[config.mk]
export PLATFORM = sky130hd
export DESIGN_NAME = adder_result_accumulator
export DESIGN_NICKNAME = d
export VERILOG_FILES = /design/src/rtl/adder_result_accumulator.sv
export SDC_FILE = /design/constraint.sdc
export NUM_CORES = 1
export LEC_CHECK = 0
export ABC_AREA = 0
export CAP_MARGIN = 30
export CORE_MARGIN = 5
export CORE_UTILIZATION = 30
export DETAILED_ROUTE_END_ITERATION = 7
export PLACE_DENSITY = 0.59
export SLEW_MARGIN = 10
export SYNTH_ARGS = -nofsm -noshare
export SYNTH_HDL_FRONTEND = slang
export SYNTH_SLANG_ARGS = --single-unit
[constraint.sdc]
create_clock -name i_clk -period 3 [get_ports i_clk]
set_clock_uncertainty 0.15 [all_clocks]
set_input_delay 0.45 -clock i_clk [delete_from_list [all_inputs] [get_ports i_clk]]
set_output_delay 0.45 -clock i_clk [all_outputs]
set_load 0.03 [all_outputs]
[src/rtl/adder_result_accumulator.sv]
// adder_result_accumulator: sums COUNT adder results (or fewer on flush) into a
// saturating total and hands each finished block out over valid/ready.
module adder_result_accumulator #(
    parameter int WIDTH     = 8,
    parameter int ACC_WIDTH = 16,
    parameter int COUNT     = 4
) (
    input  logic                         i_clk,
    input  logic                         i_rst,
    input  logic                         i_valid,
    output logic                         o_ready,
    input  logic [WIDTH:0]               i_sum,
    input  logic                         i_flush,
    output logic                         o_valid,
    input  logic                         i_ready,
    output logic [ACC_WIDTH-1:0]         o_acc,
    output logic [$clog2(COUNT+1)-1:0]   o_count,
    output logic                         o_ovf
);
    localparam int CW = $clog2(COUNT+1);
    typedef enum logic {ACCUM, DONE} state_t;
    state_t               r_state, w_next;
    logic [ACC_WIDTH-1:0] r_acc, r_out_acc, w_acc;
    logic [CW-1:0]        r_cnt, r_out_cnt, w_cnt;
    logic                 r_ovf, r_out_ovf, w_ovf, w_accept, w_close;
    logic [ACC_WIDTH:0]   w_sum;
    // w_acc/w_cnt/w_ovf are the post-accept values, so a closing sample is included
    always_comb begin
        w_accept = i_valid && r_state == ACCUM;
        w_sum    = {1'b0, r_acc} + (ACC_WIDTH+1)'(i_sum);
        w_acc    = w_accept ? (w_sum[ACC_WIDTH] ? '1 : w_sum[ACC_WIDTH-1:0]) : r_acc;
        w_cnt    = w_accept ? r_cnt + CW'(1) : r_cnt;
        w_ovf    = r_ovf | (w_accept & w_sum[ACC_WIDTH]);
        w_close  = r_state == ACCUM && (w_cnt == CW'(COUNT) || (i_flush && w_cnt != '0));
        w_next   = w_close ? DONE : (r_state == DONE && i_ready) ? ACCUM : r_state;
    end
    always_ff @(posedge i_clk) begin
        if (i_rst) begin
            r_state   <= ACCUM;
            r_acc     <= '0;
            r_cnt     <= '0;
            r_ovf     <= 1'b0;
            r_out_acc <= '0;
            r_out_cnt <= '0;
            r_out_ovf <= 1'b0;
        end else begin
            r_state <= w_next;
            if (w_close) begin
                r_out_acc <= w_acc;
                r_out_cnt <= w_cnt;
                r_out_ovf <= w_ovf;
                r_acc     <= '0;
                r_cnt     <= '0;
                r_ovf     <= 1'b0;
            end else begin
                r_acc <= w_acc;
                r_cnt <= w_cnt;
                r_ovf <= w_ovf;
            end
        end
    end
    assign o_ready = r_state == ACCUM;
    assign o_valid = r_state == DONE;
    assign o_acc   = r_out_acc;
    assign o_count = r_out_cnt;
    assign o_ovf   = r_out_ovf;
endmodule

==> After elaboration in Yosys (flattened, before gate mapping) <==
Index checks and enable logic that the tools add are counted.
{ "totals": {"in_bits": 14, "ff_bits": 41, "wordCells": 26} }
{ "classes": {"bitwise_logic": 3, "n_eq_ne": 1, "mux": 5, "n_reduce_logical": 8, "n_addsub": 2} }
{ "op_table": {"columns": ["op", "n"], "rows": [
  ["$mux 16", 2],
  ["$add 16x9->17", 1],
  ["$logic_and 1x1->1", 4],
  ["$add 3x1->3 const B", 1],
  ["$eq 3x3->1 const B", 1],
  ["$mux 3", 1],
  ["$reduce_bool 3->1", 1],
  ["$mux 1", 2],
  ["$reduce_bool 2->1", 1],
  ["$reduce_or 2->1", 1],
  ["$and 1x1->1", 1],
  ["$logic_or 1x1->1", 1],
  ["$not 1->1", 1],
  ["$or 1x1->1", 1]
]} }

==> Longest topological paths before layout <==
Gate-level depths: netlist of run 1.
{ "logic_depth": {"ltp_word": 8, "ltp_mapped": 9, "ltp_nobuf": 8} }

==> Worst setup path after synthesis of run 1 <==
Ideal clock, no wire load.
{ "synth_path": {"path_type": "input port to flip-flop", "startpoint": "input i_sum[0]", "endpoint": "register r_out_acc[7], in the netlist o_acc[7]", "path_slack_ps": 536, "t_arrival_ps": 2183, "n_path_buf": 0, "setup_ps": 131, "stages": 7, "required_ps": 2719, "path_cell_list": "ha_1 > fa_1 > and3_1 > o2111ai_4 > a211oi_4 > nor4_1 > o31ai_1"} }
{ "synth_between": {"elab_chain_cells": 3} }
{ "synth_rtl": {"columns": ["item", "line_no", "rtl"], "rows": [
  ["start: declaration", "12", "input logic [WIDTH:0] i_sum,"],
  ["$add 16x9->17", "30", "w_sum = {1'b0, r_acc} + (ACC_WIDTH+1)'(i_sum);"],
  ["$mux 16 (2 in a row)", "31", "w_acc = w_accept ? (w_sum[ACC_WIDTH] ? '1 : w_sum[ACC_WIDTH-1:0]) : r_acc;"],
  ["end signal: assignment", "49", "r_out_acc <= w_acc;"],
  ["end: declaration", "23", "logic [ACC_WIDTH-1:0] r_acc, r_out_acc, w_acc;"]
]} }
No other way between the ends.
A chain may end at the register's enable or synchronous reset.

==> Worst setup path after layout of run 1 <==
{ "layout_path": {"startpoint": "input i_sum[0]", "endpoint": "register r_out_acc[3], in the netlist o_acc[3]"} }
Same word-level chain as after synthesis.

==> reports/metrics.cfg, run 1 <==
[synthesis]
synth_area_sq_mm = 0.002088
async_flop_share_pct = 0
yosysSeqAreaShare_pct = 39.30
ys_types = 48
synth_top_area_share_pct = 39.30
yosys-top-cells-area = dfxtp_1 (39%), ha_1 (6.0%), nor2_1 (5.6%)
ys.flop_type = dfxtp_1
avgSynthCellArea_sq_um = 9.079
ys_warn_count = 0
ys_ff_latch = 41
synth_edf_count = 0
yosys.area.top_type = dfxtp_1
synthCells = 230
synth_fp_nets = 255

[timing]
finalSetupTns_ns = 0
slew_viol_final = 0
slew_headroom_pct = 40.65
setup_viol = 0
worst_pin_slew_ns = 0.8870
hold_viol_final = 0
fin_crit_sh_pct = 88.63
worst_slack_ns = 0.3411
fmax_ghz = 0.3761
fin_crit_ns = 2.659
rsz0062_at_grt = no

[cts]
path_clk_slew_ns = 0.08
clock-sinks = 41
cts_hold_buf = 0
clock_latency_ns = 0.30
cts_buffers = 5
htreeDepth = 2
post_cts_buffers = 0
cts-resized-gates = 0
clockRootBuffer = clkbuf_8
cts_tree = done
clock_path_buffers = 2

[job]
drv_cap = 0

[grt]
grt-ovfl-total = 0
grt_start_max_net_pins = 15
grt_antenna_before_repair = 0
grt_pass1_wl_mm = 8.093
grt_usage_pct = 11.67
grt_pass1_vias = 1735

[placement]
dp_slack_ns = 0.01390
numPortBuffers = 35
place_hpwl_mm = 3.573
globalplace.congestion = 0.7931

[setup_path]
r2r_cells = 8
path_max_fanout = 6
path_class = input port to flip-flop
r2r-start = r_acc[0]$_SDFF_PP0_
r2r_slack_ns = 0.60
cp_slowest_cell = clkdlybuf4s50_1
end_kind = flip-flop
slowest_delay_ns = 0.40
start_kind = input port
reg2reg_to = o_acc[3]$_SDFFE_PP0P_
arrival_ns = 2.69
crit_chain = clkdlybuf4s50_1 > ha_1 > fa_1 > and3_1 > o2111ai_4 > a211oi_4 > buf_4 > nor3_1 > o31ai_1
critPathRequiredTime_ns = 3.03

[route]
firstDrtPassIters = 4
route.vias.total = 1712
wl_per_cell_um = 12.71
routed_via_density = 4.590
drc = 0
ant_nets = 0
drt-initial-drc-count = 75
drt_wl_total_mm = 4.741

[hold_path]
hp-start = o_acc[5]$_SDFFE_PP0P_
hold-path-endpoint = o_acc[5]$_SDFFE_PP0P_
min_path_cells = 2
hp-class = flip-flop to flip-flop

[finish]
finalNetCount = 301
layout_commonest_cell = dfxtp_1
diodes = 0
area_growth_pct = 30.44
mostFrequentLayoutCells = dfxtp_1 (41), clkdlybuf4s50_1 (35), nor2_1 (31)
drive_gt1_share_pct = 14.44

[floorplan]
start_util_pct = 30.74
core_sq_mm = 0.006794
io-pin-count = 36
fp.dieH_um = 93.43
num_rows = 30
die-width_um = 93.43
design.die.area_sq_mm = 0.008729

[power_and_ir_drop]
irDropWorstVdd_mv = 0.3000
pwr_density_cell_mw_per_mm2 = 726.9
leakage_nw = 1.020

[run_status]
outcome = finished, final reports clean

worst max-delay path by stage:
stage / from / to / slack [ns] / cells after the start
3_5_place_dp: i_sum[0] / o_acc[7]$_SDFFE_PP0P_ / 0.01 / 8
3_3_place_gp: i_sum[0] / o_acc[7]$_SDFFE_PP0P_ / 0.05 / 8
5_1_grt: i_sum[0] / o_acc[8]$_SDFFE_PP0P_ / 0.15 / 10
2_1_floorplan: i_sum[0] / o_acc[7]$_SDFFE_PP0P_ / 0.54 / 7
4_1_cts: i_sum[0] / o_acc[7]$_SDFFE_PP0P_ / 0.33 / 8
6_report: i_sum[0] / o_acc[3]$_SDFFE_PP0P_ / 0.34 / 9
power breakdown:
| part | switching (mW) | leakage, nW | internal, mW |
|---|---|---|---|
| logic | 0.473 | 0.631 | 0.356 |
| registers | 0.0585 | 0.334 | 0.636 |
| clock network | 0.208 | 0.0543 | 0.249 |
routing by layer:
metal  up-vias  global-route usage [%]  wire length, um
met4         0                   3.663               53
met2        23                   18.40             2164
met5         -                       0                0
li1        904                       -                -
met3         4                   3.379              136
met1       781                   15.29             2386
cells by family after synthesis:
family                     Yosys count  synth area share (%)
buffers and inverters               19                 4.254
muxes                                7                 3.475
adders and majority gates           11                 6.950
AOI/OAI and AO/OA                   54                 21.99
and+or+nand+nor                     89                 20.25
DFF                                 41                 39.31
xor gates and xnor gates             9                 3.775
worst max-delay path, delay by kind of cell:
family                     cells  cell delay, ns
adders and majority gates      2            0.61
and+or+nand+nor                2            0.47
buffers and inverters          2            0.58
AOI/OAI and AO/OA              3            0.58
flip-flops by register name (all words and copies together), names as in the netlist:
signal	flops
o_valid	1
r_acc	16
r_ovf	1
r_cnt	3
o_ovf	1
o_acc	16
o_count	3
per-stage QoR:
stage / cell area [sq um] / total power [mW] / utilization [%] / hold WS, ns / std cells
after CTS: 2724 / 1.999 / 40.09 / 0.3048 / 373
after floorplan: 2088 / 1.273 / - / 0.2771 / 230
after global routing: 2724 / 2.108 / 40.09 / 0.3169 / 373
final: 2724 / 1.980 / 40.09 / 0.2983 / 373
after detailed placement: 2609 / 1.540 / 38.40 / 0.2939 / 365
after global placement: 2609 / 1.531 / 38.40 / 0.2884 / 365
cells in the mapped netlist, drive strengths merged, types with 2 or more instances:
cell type and number:
or2 3, nor2 32, xnor2 6, o21ai 9, a21oi 10, o31ai 8, mux2i 5, nand2 24
dfxtp 41, clkbuf 3, nor2b 3, nor3 10, xor2 3, and3 7, buf 7, a21o 5
nand2b 2, o22ai 3, inv 9, mux2 2, nand3 3, ha 10, a211oi 9
area by class of cell:
class / count / area, sq um
clock buffers: 5 / 68.82
repair buffers: 49 / 455.4
inverters: 9 / 33.78
flip-flops and latches: 41 / 820.8
fillers: 690 / 4070
well taps: 96 / 120.1
multi-input cells: 170 / 1179
clock inverters: 3 / 46.29
Note: power is estimated with default switching activity, not from simulation.
==> run 2, diff against run 1 <==
--- a/config.mk
+++ b/config.mk
@@ -11,7 +11,8 @@
 export CORE_UTILIZATION = 30
 export DETAILED_ROUTE_END_ITERATION = 7
 export PLACE_DENSITY = 0.59
-export SLEW_MARGIN = 10
+export RECOVER_POWER = 50
+export SLEW_MARGIN = 20
 export SYNTH_ARGS = -nofsm -noshare
 export SYNTH_HDL_FRONTEND = slang
 export SYNTH_SLANG_ARGS = --single-unit
==> reports/metrics.cfg, run 2 (synthesis results as in run 1) <==
[run_status]
outcome = finished, final reports clean

[timing]
slew_headroom_pct = 40.57  ; -0.073 points
worst_pin_slew_ns = 0.8881  ; +0.001095 ns
fin_crit_sh_pct = 89.95  ; +1.3 points
hold_viol_final = 0  ; unchanged
fin_crit_ns = 2.699  ; +0.03971 ns
hold_slack_ns = 0.2952  ; -0.003110 ns
slew_viol_final = 0  ; unchanged
setup_viol = 0  ; unchanged
rsz0062_at_grt = no
finalSetupTns_ns = 0  ; unchanged
fmax_ghz = 0.3706  ; -1.5%
worst_slack_ns = 0.3014  ; -0.03970 ns

[power_and_ir_drop]
irDropWorstVdd_mv = 0.2932  ; -2.2%
pwr_density_cell_mw_per_mm2 = 716.7  ; -1.4%
power_mw = 1.947  ; -1.7%
leakage_nw = 1.078  ; +5.7%

[setup_path]
slowest_delay_ns = 0.52  ; +0.12 ns
r2r-start = r_cnt[0]$_SDFF_PP0_
critPathRequiredTime_ns = 3.06  ; +0.03 ns
arrival_ns = 2.76  ; +0.07 ns
path_max_fanout = 13  ; +7
path_class = input port to flip-flop
cp-startpoint = i_valid
start_kind = input port
end_kind = flip-flop
crit_chain = clkdlybuf4s50_1 > nor2b_1 > o31ai_1 > a211oi_1 > clkbuf_2 > nor2_1 > a311oi_1
cp_slowest_cell = clkdlybuf4s50_1

[job]
drv_cap = 0  ; unchanged

[grt]
grt_usage_pct = 11.67  ; unchanged
grt_antenna_before_repair = 0  ; unchanged
grt-ovfl-total = 0  ; unchanged
grt_start_max_net_pins = 15  ; unchanged
grt_pass1_vias = 1735  ; unchanged
grt_pass1_wl_mm = 8.093  ; unchanged

[cts]
cts_buffers = 5  ; unchanged
htreeDepth = 2  ; unchanged
cts-resized-gates = 0  ; unchanged
clock_path_buffers = 2  ; unchanged
cts_tree = done
path_clk_slew_ns = 0.08  ; about the same
clock-sinks = 41  ; unchanged
cts_hold_buf = 0  ; unchanged
post_cts_buffers = 0  ; unchanged
clockRootBuffer = clkbuf_8
clock_latency_ns = 0.30  ; about the same

[floorplan]
start_util_pct = 30.74  ; unchanged
fp.dieH_um = 93.43  ; unchanged
die-width_um = 93.43  ; unchanged
design.die.area_sq_mm = 0.008729  ; unchanged
core_sq_mm = 0.006794  ; unchanged
io-pin-count = 36  ; unchanged
num_rows = 30  ; unchanged

[finish]
drive_gt1_share_pct = 14.08  ; -0.36 points
area_growth_pct = 30.08
layout_commonest_cell = dfxtp_1
mostFrequentLayoutCells = dfxtp_1 (41), nor2_1 (31), nand2_1 (24)
fin_cells = 373  ; unchanged
final_area_sq_mm = 0.002716  ; -0.28%
n_fill_cell = 692  ; +0.29%
diodes = 0  ; unchanged
utilization_pct = 39.98  ; -0.11 points
finalNetCount = 301  ; unchanged

[route]
drc = 0  ; unchanged
firstDrtPassIters = 4  ; unchanged
route.vias.total = 1710  ; -0.12%
routed_via_density = 4.584  ; -0.12%
drt_wl_total_mm = 4.740  ; about the same
wl_per_cell_um = 12.71  ; about the same
drt-initial-drc-count = 65  ; -13%
ant_nets = 0  ; unchanged

[placement]
placed_cells = 365  ; unchanged
place_hpwl_mm = 3.573  ; unchanged
numPortBuffers = 35  ; unchanged
globalplace.congestion = 0.7931  ; unchanged
post_dp_cell_area_sq_mm = 0.002609  ; unchanged
dp_slack_ns = 0.01390  ; unchanged

[hold_path]
hp-class = flip-flop to flip-flop
hp-start = o_acc[5]$_SDFFE_PP0P_

run 2: changes by cell type in the layout (fill, tap and decap cells not counted):
| cell | previous run | this run |
|---|---|---|
| dlygate4sd3_1 | 0 | 22 |
| clkbuf_2 | 0 | 1 |
| a211oi_1 | 3 | 4 |
| a211oi_2 | 5 | 4 |
| clkdlybuf4s50_1 | 35 | 13 |
| or2_1 | 1 | 0 |
| buf_4 | 14 | 13 |
| or2_0 | 0 | 1 |
run 2: metal layers:
metal | vias to the layer above | routed length [um] | share of wire, % | GRT usage (%)
li1 | 902 | - | - | -
met1 | 781 | 2381 | 50 | 15.29
met2 | 23 | 2168 | 46 | 18.40
met3 | 4 | 136 | 2.9 | 3.379
met4 | 0 | 53 | 1.1 | 3.663
met5 | - | 0 | 0 | 0
run 2: worst paths after layout:
path | end | slack (ns) | cells past startpoint
max reg2reg | o_acc[11]$_SDFFE_PP0P_ | 0.47 | 7
max | o_acc[11]$_SDFFE_PP0P_ | 0.30 | 7
min | o_acc[5]$_SDFFE_PP0P_ | 0.30 | 2
min reg2reg | o_acc[5]$_SDFFE_PP0P_ | 0.30 | 2
run 2: critical path, delay by kind of cell:
kind                   cells  cell delay (ns)
AO/OA/AOI/OAI              3             0.87
AND/OR/NAND/NOR            2             0.53
buffers and inverters      2             0.91
run 2: cell type report:
type,instances,area (sq um),share of cell area (%)
clock inverters,3,46.29,1.704
well taps,96,120.1,4.422
clock buffers,5,68.82,2.533
inverters,9,33.78,1.244
multi-input cells,170,1174,43.21
repair buffers,49,452.9,16.67
flip-flops and latches,41,820.8,30.22
run 2: power breakdown:
| group | switching (mW) | total (mW) | internal [mW] |
|---|---|---|---|
| clock | 0.208 | 0.457 | 0.249 |
| combinational | 0.470 | 0.798 | 0.328 |
| sequential | 0.0552 | 0.692 | 0.636 |
| total | 0.734 | 1.95 | 1.21 |
